===== src/rtl/npu_pkg.sv =====
// Constants and types shared by the NPU operand-fetch blocks.
package npu_pkg;

    localparam int SRAM_ADDR_W  = 10;
    localparam int SRAM_DATA_W  = 8;
    localparam int MAX_TILE_DIM = 32;
    // Width of a tile dimension field; it must be able to hold MAX_TILE_DIM itself.
    localparam int DIM_W        = $clog2(MAX_TILE_DIM + 1);

    typedef enum logic [1:0] {
        IDLE,
        RUN,
        DRAIN,
        DONE
    } b_rd_state_t;

endpackage


===== src/rtl/sram_b_reader_if.sv =====
// Bundles the B-reader's command port, matrix-B SRAM port and output byte stream.
// master: the reader itself. slave: the environment (command source, SRAM, PE array).
interface sram_b_reader_if
    import npu_pkg::*;
#(
    parameter int ADDR_W = SRAM_ADDR_W,
    parameter int DATA_W = SRAM_DATA_W
) ();

    // Tile command and status
    logic              start;
    logic [ADDR_W-1:0] base_addr;
    logic [DIM_W-1:0]  rows;
    logic [DIM_W-1:0]  cols;
    logic [ADDR_W-1:0] stride;
    logic              busy;
    logic              done;

    // Matrix-B SRAM port
    logic              sram_ce;
    logic              sram_we;
    logic [ADDR_W-1:0] sram_addr;
    logic [DATA_W-1:0] sram_din;
    logic [DATA_W-1:0] sram_dout;

    // Output byte stream
    logic              out_valid;
    logic              out_ready;
    logic [DATA_W-1:0] out_data;
    logic              out_eol;
    logic              out_eot;

    modport master (
        input  start, base_addr, rows, cols, stride, sram_dout, out_ready,
        output busy, done, sram_ce, sram_we, sram_addr, sram_din,
               out_valid, out_data, out_eol, out_eot
    );

    modport slave (
        output start, base_addr, rows, cols, stride, sram_dout, out_ready,
        input  busy, done, sram_ce, sram_we, sram_addr, sram_din,
               out_valid, out_data, out_eol, out_eot
    );

endinterface


===== src/rtl/b_fetch_fifo.sv =====
// Small synchronous FIFO with first-word-fall-through output and an occupancy count.
module b_fetch_fifo #(
    parameter  int WIDTH = 10,
    parameter  int DEPTH = 4,
    localparam int PTR_W = $clog2(DEPTH),
    localparam int CNT_W = PTR_W + 1
) (
    input  logic             clk,
    input  logic             rst_n,
    input  logic             push,
    input  logic [WIDTH-1:0] wdata,
    input  logic             pop,
    output logic [WIDTH-1:0] rdata,
    output logic [CNT_W-1:0] count
);

    logic [WIDTH-1:0] mem_q [DEPTH];
    logic [PTR_W-1:0] wr_ptr_q, wr_ptr_d;
    logic [PTR_W-1:0] rd_ptr_q, rd_ptr_d;
    logic [CNT_W-1:0] count_q, count_d;

    // Pointer and occupancy update; push and pop together leave the count unchanged.
    always_comb begin
        // NOTE: every signal gets a default first so no path leaves it unassigned (no latch).
        wr_ptr_d = wr_ptr_q;
        rd_ptr_d = rd_ptr_q;
        count_d  = count_q;
        if (push) wr_ptr_d = wr_ptr_q + PTR_W'(1);
        if (pop)  rd_ptr_d = rd_ptr_q + PTR_W'(1);
        case ({push, pop})
            2'b10:   count_d = count_q + CNT_W'(1);
            2'b01:   count_d = count_q - CNT_W'(1);
            default: count_d = count_q;
        endcase
    end

    // Entry storage; cleared so the first-word output reads zero out of reset.
    always_ff @(posedge clk or negedge rst_n) begin
        // NOTE: this array is reset on purpose (tiny, and out_data must be 0 in reset); large RAMs are not.
        if (!rst_n) begin
            for (int i = 0; i < DEPTH; i++) mem_q[i] <= '0;
        end else if (push) begin
            mem_q[wr_ptr_q] <= wdata;
        end
    end

    // Pointer and count registers.
    always_ff @(posedge clk or negedge rst_n) begin
        // NOTE: state uses non-blocking assignments so every flop samples pre-edge values.
        if (!rst_n) begin
            wr_ptr_q <= '0;
            rd_ptr_q <= '0;
            count_q  <= '0;
        end else begin
            wr_ptr_q <= wr_ptr_d;
            rd_ptr_q <= rd_ptr_d;
            count_q  <= count_d;
        end
    end

    assign rdata = mem_q[rd_ptr_q];
    assign count = count_q;

endmodule


===== src/rtl/sram_b_reader.sv =====
// Streams a rows x cols tile out of the matrix-B SRAM as a valid/ready byte stream.
// Reads are throttled so buffered plus in-flight beats never exceed the FIFO depth,
// which lets the one-cycle SRAM read data be pushed unconditionally.
module sram_b_reader
    import npu_pkg::*;
#(
    parameter int ADDR_W     = SRAM_ADDR_W,
    parameter int DATA_W     = SRAM_DATA_W,
    parameter int FIFO_DEPTH = 4
) (
    input  logic            clk,
    input  logic            rst_n,
    sram_b_reader_if.master bus
);

    localparam int CNT_W = $clog2(FIFO_DEPTH) + 1;
    localparam int OCC_W = CNT_W + 1;

    b_rd_state_t       state_q, state_d;
    logic              busy_q, busy_d;
    logic              done_q, done_d;
    logic              sram_ce_q, sram_ce_d;
    logic [ADDR_W-1:0] sram_addr_q, sram_addr_d;
    logic              iss_eol_q, iss_eol_d;     // tags of the read issued this cycle
    logic              iss_eot_q, iss_eot_d;
    logic              inflight_q, inflight_d;   // read data arrives this cycle
    logic              tag_eol_q, tag_eol_d;     // tags travelling with that data
    logic              tag_eot_q, tag_eot_d;
    logic [DIM_W-1:0]  rows_q, rows_d;
    logic [DIM_W-1:0]  cols_q, cols_d;
    logic [ADDR_W-1:0] stride_q, stride_d;
    logic [DIM_W-1:0]  row_q, row_d;
    logic [DIM_W-1:0]  col_q, col_d;
    logic [ADDR_W-1:0] row_base_q, row_base_d;

    logic [CNT_W-1:0]  fifo_count;
    logic [DATA_W+1:0] fifo_rdata;
    logic              out_valid;
    logic              pop;
    logic [OCC_W-1:0]  count_nxt;
    logic              can_issue;

    // The next read position comes from the command inputs in IDLE, else from the counters.
    logic [DIM_W-1:0]  cur_rows, cur_cols, cur_row, cur_col;
    logic [ADDR_W-1:0] cur_base, cur_stride;
    logic              cur_eol, cur_eot;
    logic              issue;

    b_fetch_fifo #(
        .WIDTH (DATA_W + 2),
        .DEPTH (FIFO_DEPTH)
    ) u_fifo (
        .clk   (clk),
        .rst_n (rst_n),
        .push  (inflight_q),
        .wdata ({bus.sram_dout, tag_eol_q, tag_eot_q}),
        .pop   (pop),
        .rdata (fifo_rdata),
        .count (fifo_count)
    );

    assign out_valid = (fifo_count != '0);
    assign pop       = out_valid & bus.out_ready;
    // Occupancy seen by a read issued next cycle: FIFO count then plus the read landing then.
    assign count_nxt = OCC_W'(fifo_count) + OCC_W'(inflight_q) - OCC_W'(pop);
    assign can_issue = (count_nxt + OCC_W'(sram_ce_q)) < OCC_W'(FIFO_DEPTH);

    // Select the source of the next read position and derive its row/tile end tags.
    always_comb begin
        cur_rows   = (state_q == IDLE) ? bus.rows      : rows_q;
        cur_cols   = (state_q == IDLE) ? bus.cols      : cols_q;
        cur_stride = (state_q == IDLE) ? bus.stride    : stride_q;
        cur_base   = (state_q == IDLE) ? bus.base_addr : row_base_q;
        cur_row    = (state_q == IDLE) ? '0            : row_q;
        cur_col    = (state_q == IDLE) ? '0            : col_q;
        cur_eol    = (cur_col == cur_cols - DIM_W'(1));
        cur_eot    = cur_eol && (cur_row == cur_rows - DIM_W'(1));
    end

    // FSM next state, read issue and row-major address stepping.
    always_comb begin
        state_d     = state_q;
        busy_d      = busy_q;
        done_d      = 1'b0;
        sram_ce_d   = 1'b0;
        sram_addr_d = sram_addr_q;
        iss_eol_d   = iss_eol_q;
        iss_eot_d   = iss_eot_q;
        rows_d      = rows_q;
        cols_d      = cols_q;
        stride_d    = stride_q;
        row_d       = row_q;
        col_d       = col_q;
        row_base_d  = row_base_q;
        inflight_d  = sram_ce_q;
        tag_eol_d   = iss_eol_q;
        tag_eot_d   = iss_eot_q;
        issue       = 1'b0;

        case (state_q)
            IDLE: begin
                if (bus.start) begin
                    if (bus.rows == '0 || bus.cols == '0) begin
                        state_d = DONE;
                        done_d  = 1'b1;
                    end else begin
                        state_d  = RUN;
                        busy_d   = 1'b1;
                        rows_d   = bus.rows;
                        cols_d   = bus.cols;
                        stride_d = bus.stride;
                        issue    = 1'b1;   // FIFO is empty, so the first read is always allowed
                    end
                end
            end
            RUN: begin
                if (sram_ce_q && iss_eot_q) state_d = DRAIN;
                else if (can_issue)         issue   = 1'b1;
            end
            DRAIN: begin
                if (count_nxt == '0 && !sram_ce_q) begin
                    state_d = DONE;
                    busy_d  = 1'b0;
                    done_d  = 1'b1;
                end
            end
            DONE:    state_d = IDLE;
            default: state_d = IDLE;
        endcase

        if (issue) begin
            sram_ce_d   = 1'b1;
            sram_addr_d = cur_base + ADDR_W'(cur_col);
            iss_eol_d   = cur_eol;
            iss_eot_d   = cur_eot;
            if (cur_eol) begin
                col_d      = '0;
                row_d      = cur_row + DIM_W'(1);
                row_base_d = cur_base + cur_stride;
            end else begin
                col_d      = cur_col + DIM_W'(1);
                row_d      = cur_row;
                row_base_d = cur_base;
            end
        end
    end

    // All control state, counters and registered outputs.
    always_ff @(posedge clk or negedge rst_n) begin
        if (!rst_n) begin
            state_q     <= IDLE;
            busy_q      <= 1'b0;
            done_q      <= 1'b0;
            sram_ce_q   <= 1'b0;
            sram_addr_q <= '0;
            iss_eol_q   <= 1'b0;
            iss_eot_q   <= 1'b0;
            inflight_q  <= 1'b0;
            tag_eol_q   <= 1'b0;
            tag_eot_q   <= 1'b0;
            rows_q      <= '0;
            cols_q      <= '0;
            stride_q    <= '0;
            row_q       <= '0;
            col_q       <= '0;
            row_base_q  <= '0;
        end else begin
            state_q     <= state_d;
            busy_q      <= busy_d;
            done_q      <= done_d;
            sram_ce_q   <= sram_ce_d;
            sram_addr_q <= sram_addr_d;
            iss_eol_q   <= iss_eol_d;
            iss_eot_q   <= iss_eot_d;
            inflight_q  <= inflight_d;
            tag_eol_q   <= tag_eol_d;
            tag_eot_q   <= tag_eot_d;
            rows_q      <= rows_d;
            cols_q      <= cols_d;
            stride_q    <= stride_d;
            row_q       <= row_d;
            col_q       <= col_d;
            row_base_q  <= row_base_d;
        end
    end

    assign bus.busy      = busy_q;
    assign bus.done      = done_q;
    assign bus.sram_ce   = sram_ce_q;
    assign bus.sram_we   = 1'b0;
    assign bus.sram_addr = sram_addr_q;
    assign bus.sram_din  = '0;
    assign bus.out_valid = out_valid;
    assign bus.out_data  = fifo_rdata[DATA_W+1:2];
    assign bus.out_eol   = fifo_rdata[1];
    assign bus.out_eot   = fifo_rdata[0];

endmodule


===== src/flat_wrapper.sv =====
// flat-port wrapper written by rule: the top's interface ports become plain ports
module sram_b_reader_flat import npu_pkg::*;
#(
    parameter int ADDR_W     = SRAM_ADDR_W,
    parameter int DATA_W     = SRAM_DATA_W,
    parameter int FIFO_DEPTH = 4
)
  (clk, rst_n, bus_start, bus_base_addr, bus_rows, bus_cols, bus_stride, bus_sram_dout, bus_out_ready, bus_busy, bus_done, bus_sram_ce, bus_sram_we, bus_sram_addr, bus_sram_din, bus_out_valid, bus_out_data, bus_out_eol, bus_out_eot);
  sram_b_reader_if #(.ADDR_W(ADDR_W), .DATA_W(DATA_W)) bus_i ();
  input  logic clk;
  input  logic rst_n;
  input wire logic [$bits(bus_i.start)-1:0] bus_start;
  input wire logic [$bits(bus_i.base_addr)-1:0] bus_base_addr;
  input wire logic [$bits(bus_i.rows)-1:0] bus_rows;
  input wire logic [$bits(bus_i.cols)-1:0] bus_cols;
  input wire logic [$bits(bus_i.stride)-1:0] bus_stride;
  input wire logic [$bits(bus_i.sram_dout)-1:0] bus_sram_dout;
  input wire logic [$bits(bus_i.out_ready)-1:0] bus_out_ready;
  output wire logic [$bits(bus_i.busy)-1:0] bus_busy;
  output wire logic [$bits(bus_i.done)-1:0] bus_done;
  output wire logic [$bits(bus_i.sram_ce)-1:0] bus_sram_ce;
  output wire logic [$bits(bus_i.sram_we)-1:0] bus_sram_we;
  output wire logic [$bits(bus_i.sram_addr)-1:0] bus_sram_addr;
  output wire logic [$bits(bus_i.sram_din)-1:0] bus_sram_din;
  output wire logic [$bits(bus_i.out_valid)-1:0] bus_out_valid;
  output wire logic [$bits(bus_i.out_data)-1:0] bus_out_data;
  output wire logic [$bits(bus_i.out_eol)-1:0] bus_out_eol;
  output wire logic [$bits(bus_i.out_eot)-1:0] bus_out_eot;
  assign bus_i.start = bus_start;
  assign bus_i.base_addr = bus_base_addr;
  assign bus_i.rows = bus_rows;
  assign bus_i.cols = bus_cols;
  assign bus_i.stride = bus_stride;
  assign bus_i.sram_dout = bus_sram_dout;
  assign bus_i.out_ready = bus_out_ready;
  assign bus_busy = bus_i.busy;
  assign bus_done = bus_i.done;
  assign bus_sram_ce = bus_i.sram_ce;
  assign bus_sram_we = bus_i.sram_we;
  assign bus_sram_addr = bus_i.sram_addr;
  assign bus_sram_din = bus_i.sram_din;
  assign bus_out_valid = bus_i.out_valid;
  assign bus_out_data = bus_i.out_data;
  assign bus_out_eol = bus_i.out_eol;
  assign bus_out_eot = bus_i.out_eot;
  sram_b_reader #(.ADDR_W(ADDR_W), .DATA_W(DATA_W), .FIFO_DEPTH(FIFO_DEPTH)) u_core (.clk(clk), .rst_n(rst_n), .bus(bus_i));
endmodule

===== config.mk =====
export PLATFORM = sky130hd
export DESIGN_NAME = sram_b_reader_flat
export DESIGN_NICKNAME = d
export VERILOG_FILES = /design/src/rtl/npu_pkg.sv /design/src/rtl/sram_b_reader_if.sv /design/src/rtl/b_fetch_fifo.sv /design/src/rtl/sram_b_reader.sv /design/src/flat_wrapper.sv
export SDC_FILE = /design/constraint.sdc
export NUM_CORES = 1
export LEC_CHECK = 0
export CAP_MARGIN = 0
export CORE_MARGIN = 1.5
export CORE_UTILIZATION = 25
export DETAILED_ROUTE_END_ITERATION = 6
export SYNTH_ARGS = -nofsm -noshare
export SYNTH_HDL_FRONTEND = slang
export SYNTH_SLANG_ARGS = --single-unit

===== constraint.sdc =====
create_clock -name clk -period 6.6 [get_ports clk]
set_input_delay 0.66 -clock clk [delete_from_list [all_inputs] [get_ports clk]]
set_output_delay 0.66 -clock clk [all_outputs]
set_load 0.02 [all_outputs]

==> results.yml, run 1 <==
clock_network:
  cts_setup_buffers: 0
  numCtsBuffers: 9
  hold_buffers: 0
  cts_tree: "yes"
  cts_htree_levels: 3
  cts-root-buf: "clkbuf_16"
  post_cts_resized: 0
  clk_pin_slew_worst_paths_ns: 0.08
  insertion_delay_ns: 0.36
  clockBufferDepth: 2
  cts_sinks: 111
worst_setup_path:
  reg2reg_to: "u_core.row_base_q[6]"
  rrSetupSlack_ns: 2.42
  cp.arrival_ns: 4.43
  crit-reg2reg-launch: "u_core.u_fifo.count[1]"
  cp-end-kind: "register"
  required_ns: 6.85
  ff2ff_path_depth: 13
  startpoint_type: "register"
  path_max_fanout: 19
  worstSetupPathType: "reg2reg"
cells_and_area:
  final_nets: 757
  register_area_um2: 2780
  syn_to_final_growth_pct: 18.2
  multi_input_area_um2: 3660
  nFillCells: 2655
  diodes: 0
  drive_gt1_share_pct: 16.9
  utilization_pct: 30.4
sta:
  max_freq_mhz: 239
  setup_ws_ns: 2.42
  fin_crit_sh_pct: 63.4
  rsz0062_at_grt: "false"
  tns_ns: 0
  finalCriticalPeriod_ns: 4.18
  fin_skew_ns: 0.00694
  tightest_slew_ns: 0.884
  hold_viol: 0
  fin_hold_ws_ns: 0.386
  slew_headroom_pct: 41.1
  maxSlewViolCount: 0
  final-setup-viol-count: 0
floorplan:
  die_w_um: 167
  dieHeight_um: 167
  initial_utilization_pct: 25.7
  dieArea_um2: 27900
  core-area_um2: 26200
  row_count: 59
  num_io_pins: 77
grt:
  grt_usage_pct: 11.2
  grt_max_degree: 62
  antenna_found_initial: 0
  use_met3_pct: 2.46
  grt_use_met1_pct: 15.0
  met2_usage_pct: 18.3
  grt_pass1_wl_um: 24900
  busiest_layer: "met2"
  grt_pass1_vias: 4688
  grt_overflow: 0
routing:
  drtIter0Drc: 275
  wire_per_inst_um: 15.2
  drc: 0
  drt-pass1-iter-count: 7
  postRouteAntennaNets: 0
  vias: 4744
  routed_wl_um: 15500
  viasPerCell: 4.65
synthesis:
  synth_seq_area_share_pct: 41.3
  syn-cell-area_um2: 6730
  synth_edf_count: 0
  synth_ff_type: "dfrtp_1"
  synth.avg_cell_area_um2: 10.8
  postSynthCellCount: 624
  ys_seq_elements: 111
  async_flop_share_pct: 100
  ys_warn_count: 0
  synth.distinct_cells: 81
placed_design:
  gp_congestion: 0.801
  port_buffers: 67
  dp_slack_ns: 2.05
  dp_hpwl_um: 10900
power_and_ir_drop:
  powerDensity_nw_per_um2: 535
  vdd_drop_max_uv: 163
  p_leak_nw: 3.43
min_path:
  hold_path.class: "in2async"
run:
  drv_cap: 0
status:
  status: "completed"
## layout by cell type (no fill, tap or decap), types with 14 or more instances in the layout
cell type        count
a21oi_1             23
clkdlybuf4s50_1     66
dfrtp_1            111
ha_1                28
inv_1               25
mux2_2              57
mux2i_1             23
nand2_1             84
nand3_1             21
nor3_1              19
xnor2_1             22
xor2_1              14
## stage by stage
stage | instance area, um2 | cells | power, mW
after floorplan | 6760 | 632 | 3.13
final | 7960 | 1020 | 4.26
after global placement | 7650 | 1004 | 3.67
after global routing | 7960 | 1020 | 4.61
after detailed placement | 7650 | 1004 | 3.71
after CTS | 7960 | 1020 | 4.31
## state kept, by name, summed over array words and instances, names as in the netlist
register	flops
u_core.iss_eol_q	1
u_core.tag_eol_q	1
u_core.bus.sram_ce	1
u_core.row_base_q	10
u_core.u_fifo.count	3
u_core.bus.sram_addr	10
u_core.rows_q	6
u_core.u_fifo.rd_ptr_q	2
u_core.inflight_q	1
u_core.tag_eot_q	1
u_core.col_q	6
u_core.u_fifo.wr_ptr_q	2
u_core.bus.busy	1
u_core.stride_q	10
u_core.bus.done	1
u_core.u_fifo.mem_q	40
u_core.state_q	2
u_core.row_q	6
u_core.iss_eot_q	1
u_core.cols_q	6
## cell families after synthesis
group | Yosys count | share of synthesized area [%]
AO/OA/AOI/OAI | 102 | 11.3
XOR/XNOR | 38 | 5.17
adder cells (fa/ha/maj) | 33 | 6.58
buffers and inverters | 60 | 4.81
flip-flops | 111 | 41.3
multiplexers | 97 | 17.6
other | 1 | 0.0557
AND/OR/NAND/NOR | 182 | 13.2
## where the power goes
group          switching, mW  internal (mW)  total [mW]
logic                   1.33           1.19        2.53
registers              0.213          0.951        1.16
clock network          0.293          0.275       0.568
total                   1.84           2.42        4.26
## synthesized netlist by cell type, drive strengths merged (10+ instances only)
library cell / instances / area (um2)
mux2i: 24 / 253
xor2: 15 / 139
nand3: 22 / 115
ha: 29 / 363
a21oi: 28 / 159
nor3: 20 / 105
xnor2: 23 / 209
nand2: 84 / 315
o21ai: 13 / 68.8
buf: 29 / 208
inv: 26 / 97.6
mux2: 63 / 709
dfrtp: 111 / 2780
nor2: 14 / 55.1
nor2b: 10 / 62.6
mux4: 10 / 225
## critical path, cell delays in order (launching register included)
cell and delay [ns]:
dfrtp_1 0.40, inv_1 0.17, nand3_1 0.16, nand2_1 0.19
xor2_1 0.31, inv_1 0.08, ha_1 0.22, fa_1 0.51
nand3_1 0.11, or3b_4 0.41, mux2i_4 0.50, nor2_2 0.24
inv_2 0.39, mux2_2 0.38
## worst max-delay path by stage
stage | startpoint | endpoint | slack (ns) | cells past startpoint
after global routing | u_core.u_fifo.count[1] | u_core.row_base_q[6] | 2.13 | 13
after CTS | u_core.u_fifo.count[1] | u_core.row_base_q[6] | 2.36 | 13
after floorplan | u_core.state_q[0] | u_core.row_base_q[9] | 3.12 | 15
after detailed placement | bus_out_ready | u_core.row_base_q[6] | 2.05 | 12
after global placement | bus_out_ready | u_core.row_base_q[6] | 2.11 | 12
final | u_core.u_fifo.count[1] | u_core.row_base_q[6] | 2.42 | 13
## area by class of cell
cell class              instances  area share [%]
flip-flops and latches        111            34.9
clock inverters                 7           0.959
multi-input cells             461            46.0
repair buffers                 71            8.77
clock buffers                   9            2.83
inverters                      26            1.23
well taps                     335            5.27
## routing by layer
| layer | wire [um] | part of all wire (%) | vias up |
|---|---|---|---|
| li1 | - | - | 2330 |
| met1 | 7380 | 48 | 2313 |
| met2 | 7340 | 47 | 92 |
| met3 | 603 | 3.9 | 9 |
| met4 | 150 | 0.97 | 0 |
| met5 | 0 | 0 | - |
Power figures use the tool's default switching activity.
==> run 2: changes to the inputs <==
==> constraint.sdc (replaced) <==
create_clock -name clk -period 3.75 [get_ports clk]
set_input_delay 0.375 -clock clk [delete_from_list [all_inputs] [get_ports clk]]
set_output_delay 0.375 -clock clk [all_outputs]
set_load 0.02 [all_outputs]
==> run 2 against run 1 <==
Total power up 80%. Clock power up 78%. Critical path type unchanged. Largest cell class unchanged. Cell count up 1.3%.
==> results.yml, run 2 (same netlist as run 1, synthesis figures left out) <==
status:
  status: "completed"
grt:
  antenna_found_initial: 0
  grt_pass1_wl_um: 26500
  grt_overflow: 0
  grt_max_degree: 78
  grt_pass1_vias: 4857
  grt_usage_pct: 11.9
floorplan:
  row_count: 59
  die_w_um: 167
  core-area_um2: 26200
  num_io_pins: 77
  dieArea_um2: 27900
  initial_utilization_pct: 25.7
  dieHeight_um: 167
clock_network:
  cts-root-buf: "clkbuf_16"
  cts_sinks: 111
  cts_htree_levels: 3
  cts_tree: "yes"
  post_cts_resized: 0
  clk_pin_slew_worst_paths_ns: 0.09
  numCtsBuffers: 9
  insertion_delay_ns: 0.36
  cts_setup_buffers: 0
  clockBufferDepth: 2
  hold_buffers: 0
worst_setup_path:
  startpoint_type: "register"
  cp.arrival_ns: 3.75
  cp-end-kind: "register"
  rrSetupSlack_ns: 0.31
  required_ns: 4.06
  cp_slowest_cell: "fa_1"
  crit_chain: "inv_1 > nand3_1 > nand2_1 > xor2_1 > inv_1 > ha_1 > fa_1 > nand3_1 > or3b_4 > mux2_2 > a21oi_1 > o22a_1"
  path_max_fanout: 16
  worstSetupPathType: "reg2reg"
  slowest_delay_ns: 0.52
power_and_ir_drop:
  intPower_mw: 4.35
  power.share.combinational_pct: 60.0
  pwr-share-clk_pct: 13.2
  p_leak_nw: 3.50
  p_total_mw: 7.68
  switching_share_pct: 43.4
  vdd_drop_max_uv: 325
  powerDensity_nw_per_um2: 952
  p_seq_share_pct: 26.8
  power_switching_mw: 3.33
cells_and_area:
  largest_reg_flops: 40
  syn_to_final_growth_pct: 19.8
  drive_gt1_share_pct: 18.5
  final_nets: 770
  mostFrequentLayoutCell: "dfrtp_1"
  nFillCells: 2687
  top_register: "u_core.u_fifo.mem_q"
  final_cell_mix: "dfrtp_1, nand2_1, clkdlybuf4s50_1"
  diodes: 0
sta:
  tns_ns: 0
  rsz0062_at_grt: "false"
  finalCriticalPeriod_ns: 3.44
  fin_crit_sh_pct: 91.8
  tightest_slew_ns: 1.02
  slew_headroom_pct: 31.7
  final-setup-viol-count: 0
  setup_ws_ns: 0.309
  maxSlewViolCount: 0
  fin_skew_ns: 0.00823
  max_freq_mhz: 291
  hold_viol: 0
routing:
  drt-pass1-iter-count: 6
  postRouteAntennaNets: 0
  vias: 4788
  drtIter0Drc: 277
  routed_wl_um: 16100
  drc: 0
  wire_per_inst_um: 15.6
  viasPerCell: 4.64
placed_design:
  port_buffers: 67
  gp_congestion: 0.843
  dp_hpwl_um: 11500
  dp_slack_ns: 0.0248
min_path:
  hold_path.class: "in2async"
run:
  drv_cap: 0
run 2: cell count changes in the layout (fill, tap and decap cells not counted):
cell      previous run  this run
inv_4                0         1
buf_4                5        18
inv_8                6         5
nor2_4               0         1
inv_2                1         0
clkinv_8             0         1
nor2_2               1         0
run 2: layout make-up:
class | instances | area, um2 | share of cell area (%)
clock buffers | 9 | 225 | 2.79
clock inverters | 7 | 81.3 | 1.01
inverters | 26 | 100 | 1.24
multi-input cells | 461 | 3670 | 45.5
flip-flops and latches | 111 | 2780 | 34.4
well taps | 335 | 419 | 5.20
repair buffers | 84 | 796 | 9.87
run 2: power by group through the flow:
| stage | sequential [mW] | combinational [mW] | clock (mW) |
|---|---|---|---|
| 3_5_place_dp | 2.09 | 4.59 | 0 |
| 3_3_place_gp | 2.07 | 4.53 | 0 |
| 4_1_cts | 2.07 | 4.62 | 1.05 |
| 6_report | 2.06 | 4.61 | 1.01 |
| 5_1_grt | 2.13 | 5.08 | 1.08 |
| 2_1_floorplan | 1.98 | 3.53 | 0 |
run 2: final timing paths:
| path | startpoint | end | cells past startpoint |
|---|---|---|---|
| worst max-delay path | u_core.u_fifo.count[1] | u_core.row_q[0] | 12 |
| worst min-delay path | rst_n | u_core.u_fifo.mem_q[39] | 1 |
| worst max register to register | u_core.u_fifo.count[1] | u_core.row_q[0] | 12 |
| worst min register to register | u_core.iss_eol_q | u_core.tag_eol_q | 0 |
| max in group asynchronous | rst_n | u_core.row_base_q[5] | 2 |
| min in group clk | u_core.iss_eol_q | u_core.tag_eol_q | 0 |
run 2: critical path: cells and delay by family, from the launching register on:
family | cells | cell delay [ns]
compound gates | 2 | 0.50
xor+xnor | 1 | 0.23
fa+ha+maj | 2 | 0.73
buf+inv | 2 | 0.24
flops | 1 | 0.41
mux | 1 | 0.41
simple gates | 4 | 0.85
run 2: stage by stage:
stage | cell area, um2 | instances | util, % | hold WS (ns)
final | 8070 | 1033 | 30.8 | 0.172
after global routing | 8070 | 1033 | 30.8 | 0.287
after CTS | 8060 | 1033 | 30.8 | 0.246
after detailed placement | 7750 | 1017 | 29.6 | 0.401
after global placement | 7750 | 1017 | 29.6 | 0.383
after floorplan | 6760 | 632 | - | 0.0794
run 2: metal layers:
layer | wire, um | global-route usage (%) | share of wire, % | up-vias
met5 | 0 | 0 | 0 | -
met4 | 138 | 3.00 | 0.86 | 0
met1 | 7800 | 15.9 | 48 | 2352
met2 | 7680 | 19.8 | 48 | 81
li1 | - | - | - | 2344
met3 | 482 | 2.51 | 3.0 | 11
==> RTL change 1 (settings of run 1) <==
Set the package constant `MAX_TILE_DIM` to 128 (it was 32).
--- a/src/rtl/npu_pkg.sv
+++ b/src/rtl/npu_pkg.sv
@@ -3,7 +3,7 @@
 
     localparam int SRAM_ADDR_W  = 10;
     localparam int SRAM_DATA_W  = 8;
-    localparam int MAX_TILE_DIM = 32;
+    localparam int MAX_TILE_DIM = 128;
     // Width of a tile dimension field; it must be able to hold MAX_TILE_DIM itself.
     localparam int DIM_W        = $clog2(MAX_TILE_DIM + 1);
 
Interface: changed (resized bus_cols and bus_rows); port bits go from 77 to 81. The function was not compared with the original's and may differ.
==> RTL change 1 against run 1 <==
- sequential cell count is 8 higher
- first-iteration DRC count is 8.7% lower
- setup slack better by 7.6 ps
- count of clock-buffer cells in the layout grew 8
- final area grew 9.7%
- fmax up 0.18%
- area after synthesis up 5.5%
- non-clock buffer count is 4 higher
- critical path type unchanged
- largest power group unchanged
- sequential power grew 11%
- power grew 11%
- largest cell class unchanged
- wire length up 6.5%
==> RTL change 1: results (changes against run 1) <==
multi-input gates=497 (+7.8%); most frequent cells after synthesis=dfrtp_1 (119), mux2_2 (84), nand2_1 (50); fin nets=810 (+7.0%); Filler Cell Count=2,866 (+7.9%); Min Hold Slack=262.5 ps (-123.2 ps); mux cell area share after synthesis=0.1861 (+0.009718); grt met3 use=0.02784 (+0.003261); largest net degree at the start of global routing=74 (+19%); clock-pin transition on the worst setup and hold timing paths=60 ps (-20 ps); number of global-route vias before repair=5,097 (+8.7%); Synth Area in Adders=0.06591 (+0.0001154); GRT met2 Usage=0.1891 (+0.005678); RD Place Congestion=0.7481 (-6.6%); final wirelength=16.49 mm (+6.5%); status=finished, final reports clean; Comb pwr share=0.535 (-0.058); Data buffer area share=0.08458 (-0.003174); clock skew=7.911 ps (+0.9755 ps); setup ws final=2424 ps (+7.590 ps); Via density=4.577 (-1.6%); Area contributors post-synth=dfrtp_1 (42%), mux2_2 (13%), ha_1 (5.5%); Peak VDD IR=0.0002368 V (+46%); crit path DAT=4480 ps (+50 ps); Cell variety after synth=59 (-27%); register area=2978 µm² (+7.2%); clock network area share=0.06537 (+0.02747); max_slew headroom=0.3573 (-0.05363); Critical Path Sink=u_core.row_q[0]; H-tree depth=4 (+1); cell area after placement=8158 µm² (+6.6%); Tot GR Track Use=0.1179 (+0.005742); cts bufs inserted=17 (+8); WL met3=674 µm (+12%); first-pass GRT wire length=26.81 mm (+7.8%); leakage power=3.559 nW (+3.8%); multi-input combinational cell area=3905 µm² (+6.6%)
## RTL change 1: cell types whose count changed after synthesis, sizes merged, moves of 12 or more
| cell | delta |
|---|---|
| xnor2 | +12 |
| nand2 | -34 |
| o21ai | +23 |
| mux2 | +21 |
| a21oi | +13 |
| nor2 | +25 |
## RTL change 1: critical path, cell delays in order (launching register included)
cell	delay, ps
dfrtp_1	400
inv_1	170
nand3_1	220
and2_0	310
xnor2_1	340
inv_1	80
ha_1	220
fa_1	390
xnor2_1	310
and3_1	200
mux2i_1	110
nor2b_2	170
buf_4	240
inv_2	480
nand2_1	150
a22o_1	260
## RTL change 1: metrics by stage
step | total power [mW] | utilization | instances
floorplan | 3.190 | - | 670
global route | 5.102 | 0.3133 | 1118
global placement | 3.763 | 0.2928 | 1086
detailed placement | 3.826 | 0.2928 | 1086
CTS | 4.750 | 0.3133 | 1118
finish | 4.705 | 0.3133 | 1118
==> RTL change 2 (flow settings as in run 1) <==
Without the edit above. Encoding of `b_rd_state_t`: now one-hot (4 bits for 4 states).
--- a/src/rtl/npu_pkg.sv
+++ b/src/rtl/npu_pkg.sv
@@ -7,11 +7,11 @@
     // Width of a tile dimension field; it must be able to hold MAX_TILE_DIM itself.
     localparam int DIM_W        = $clog2(MAX_TILE_DIM + 1);
 
-    typedef enum logic [1:0] {
-        IDLE,
-        RUN,
-        DRAIN,
-        DONE
+    typedef enum logic [3:0] {
+        IDLE  = 4'b0001,
+        RUN   = 4'b0010,
+        DRAIN = 4'b0100,
+        DONE  = 4'b1000
     } b_rd_state_t;
 
 endpackage
Check against the original RTL: no difference found for any inputs over 4 cycles, from zero or initial values and one cycle with rst_n low; so few cycles prove little.
==> RTL change 2 against run 1 <==
- critical path depth up 2
- sequential cell count up 2
- setup slack better by 390 ps
- critical endpoint is now u_core.col_q[1]
- area after synthesis down 2.1%
- clock skew up 8.9 ps
- final area up 2.4%
- non-clock buffer count up 2
- wire length down 4.4%
- power up 11%
- combinational power up 2%
==> RTL change 2: results (changes against run 1) <==
routed len/inst=14.16 µm (-6.7%); detailed placer's ending HPWL=10.37 mm (-4.6%); leakage power=3.488 nW (+1.7%); grt met1 use=0.1439 (-0.005732); H-tree depth=4 (+1); crit path DAT=4140 ps (-290 ps); Synth Area in Adders=0.06150 (-0.004296); mux cell area share after synthesis=0.1676 (-0.008778); Worst Path Max Fanout=32 (+13); max_slew headroom=0.2944 (-0.1166); Data buffer area share=0.08754 (-0.0002055); cell total after placement=1,013 (+0.90%); Cell variety after synth=65 (-20%); most frequent cells after synthesis=dfrtp_1 (112), nand2_1 (91), mux2_2 (63); register area=2829 µm² (+1.8%); clock-pin transition on the worst setup and hold timing paths=60 ps (-20 ps); First-pass DRT Iterations=5 (-2); largest net degree at the start of global routing=83 (+34%); Via density=4.562 (-1.9%); inverters=22 (-15%); status=finished, final reports clean; Clock Sinks=113 (+1.8%); compound-cell area share of the yosys netlist=0.09985 (-0.01335); first-pass GRT wire length=24.64 mm (-0.92%); Finished Core Util=0.3135 (+0.009906); routed wire length on met2=7.236 mm (-1.4%); clkbuf count=18 (+9); wl on met1=6.923 mm (-6.2%); part of the Yosys area used for sequential elements=0.4292 (+0.01656); layout cells sized above 1=0.1831 (+0.01376); Peak VDD IR=0.0002894 V (+78%); WL met3=523 µm (-13%); detailed-route via count=4,767 (+0.48%); multi-input gates=470 (+2.0%); cell area after placement=7576 µm² (-1.0%); cts bufs inserted=17 (+8); die area=27,350 µm² (-2.0%); Clock Latency Late Sink=420 ps (+60 ps); fin nets=771 (+1.8%); bufs w/o clock=73 (+2.8%); Area contributors post-synth=dfrtp_1 (43%), mux2_2 (11%), nand2_1 (5.2%); clock skew=15.80 ps (+8.866 ps); Filler Cell Count=2,678 (+0.87%); CP max-delay cell=inv_2
## RTL change 2: changes by cell type in the layout (fill, tap and decap cells not counted), sizes merged, moves of 9 or more
| cell | change |
|---|---|
| o21ai | +16 |
| nor3 | -14 |
| nand3 | -9 |
| a21oi | +9 |
| clkbuf | +9 |
| nor2 | +26 |
## RTL change 2: final timing paths
kind	startpoint	endpoint	slack (ps)	depth (start not counted)
worst min-delay path	rst_n	u_core.u_fifo.mem_q[36]	170	1
worst min register to register	u_core.iss_eol_q	u_core.tag_eol_q	450	0
worst max-delay path	u_core.u_fifo.count[1]	u_core.col_q[1]	2810	15
min in group clk	u_core.iss_eol_q	u_core.tag_eol_q	450	0
max in group asynchronous	rst_n	u_core.state_q[1]	5040	2
worst max register to register	u_core.u_fifo.count[1]	u_core.col_q[1]	2810	15
## RTL change 2: power by group
part | internal (mW) | switching, mW
combinational | 1.21 | 1.36
sequential | 1.01 | 0.258
clock | 0.532 | 0.358
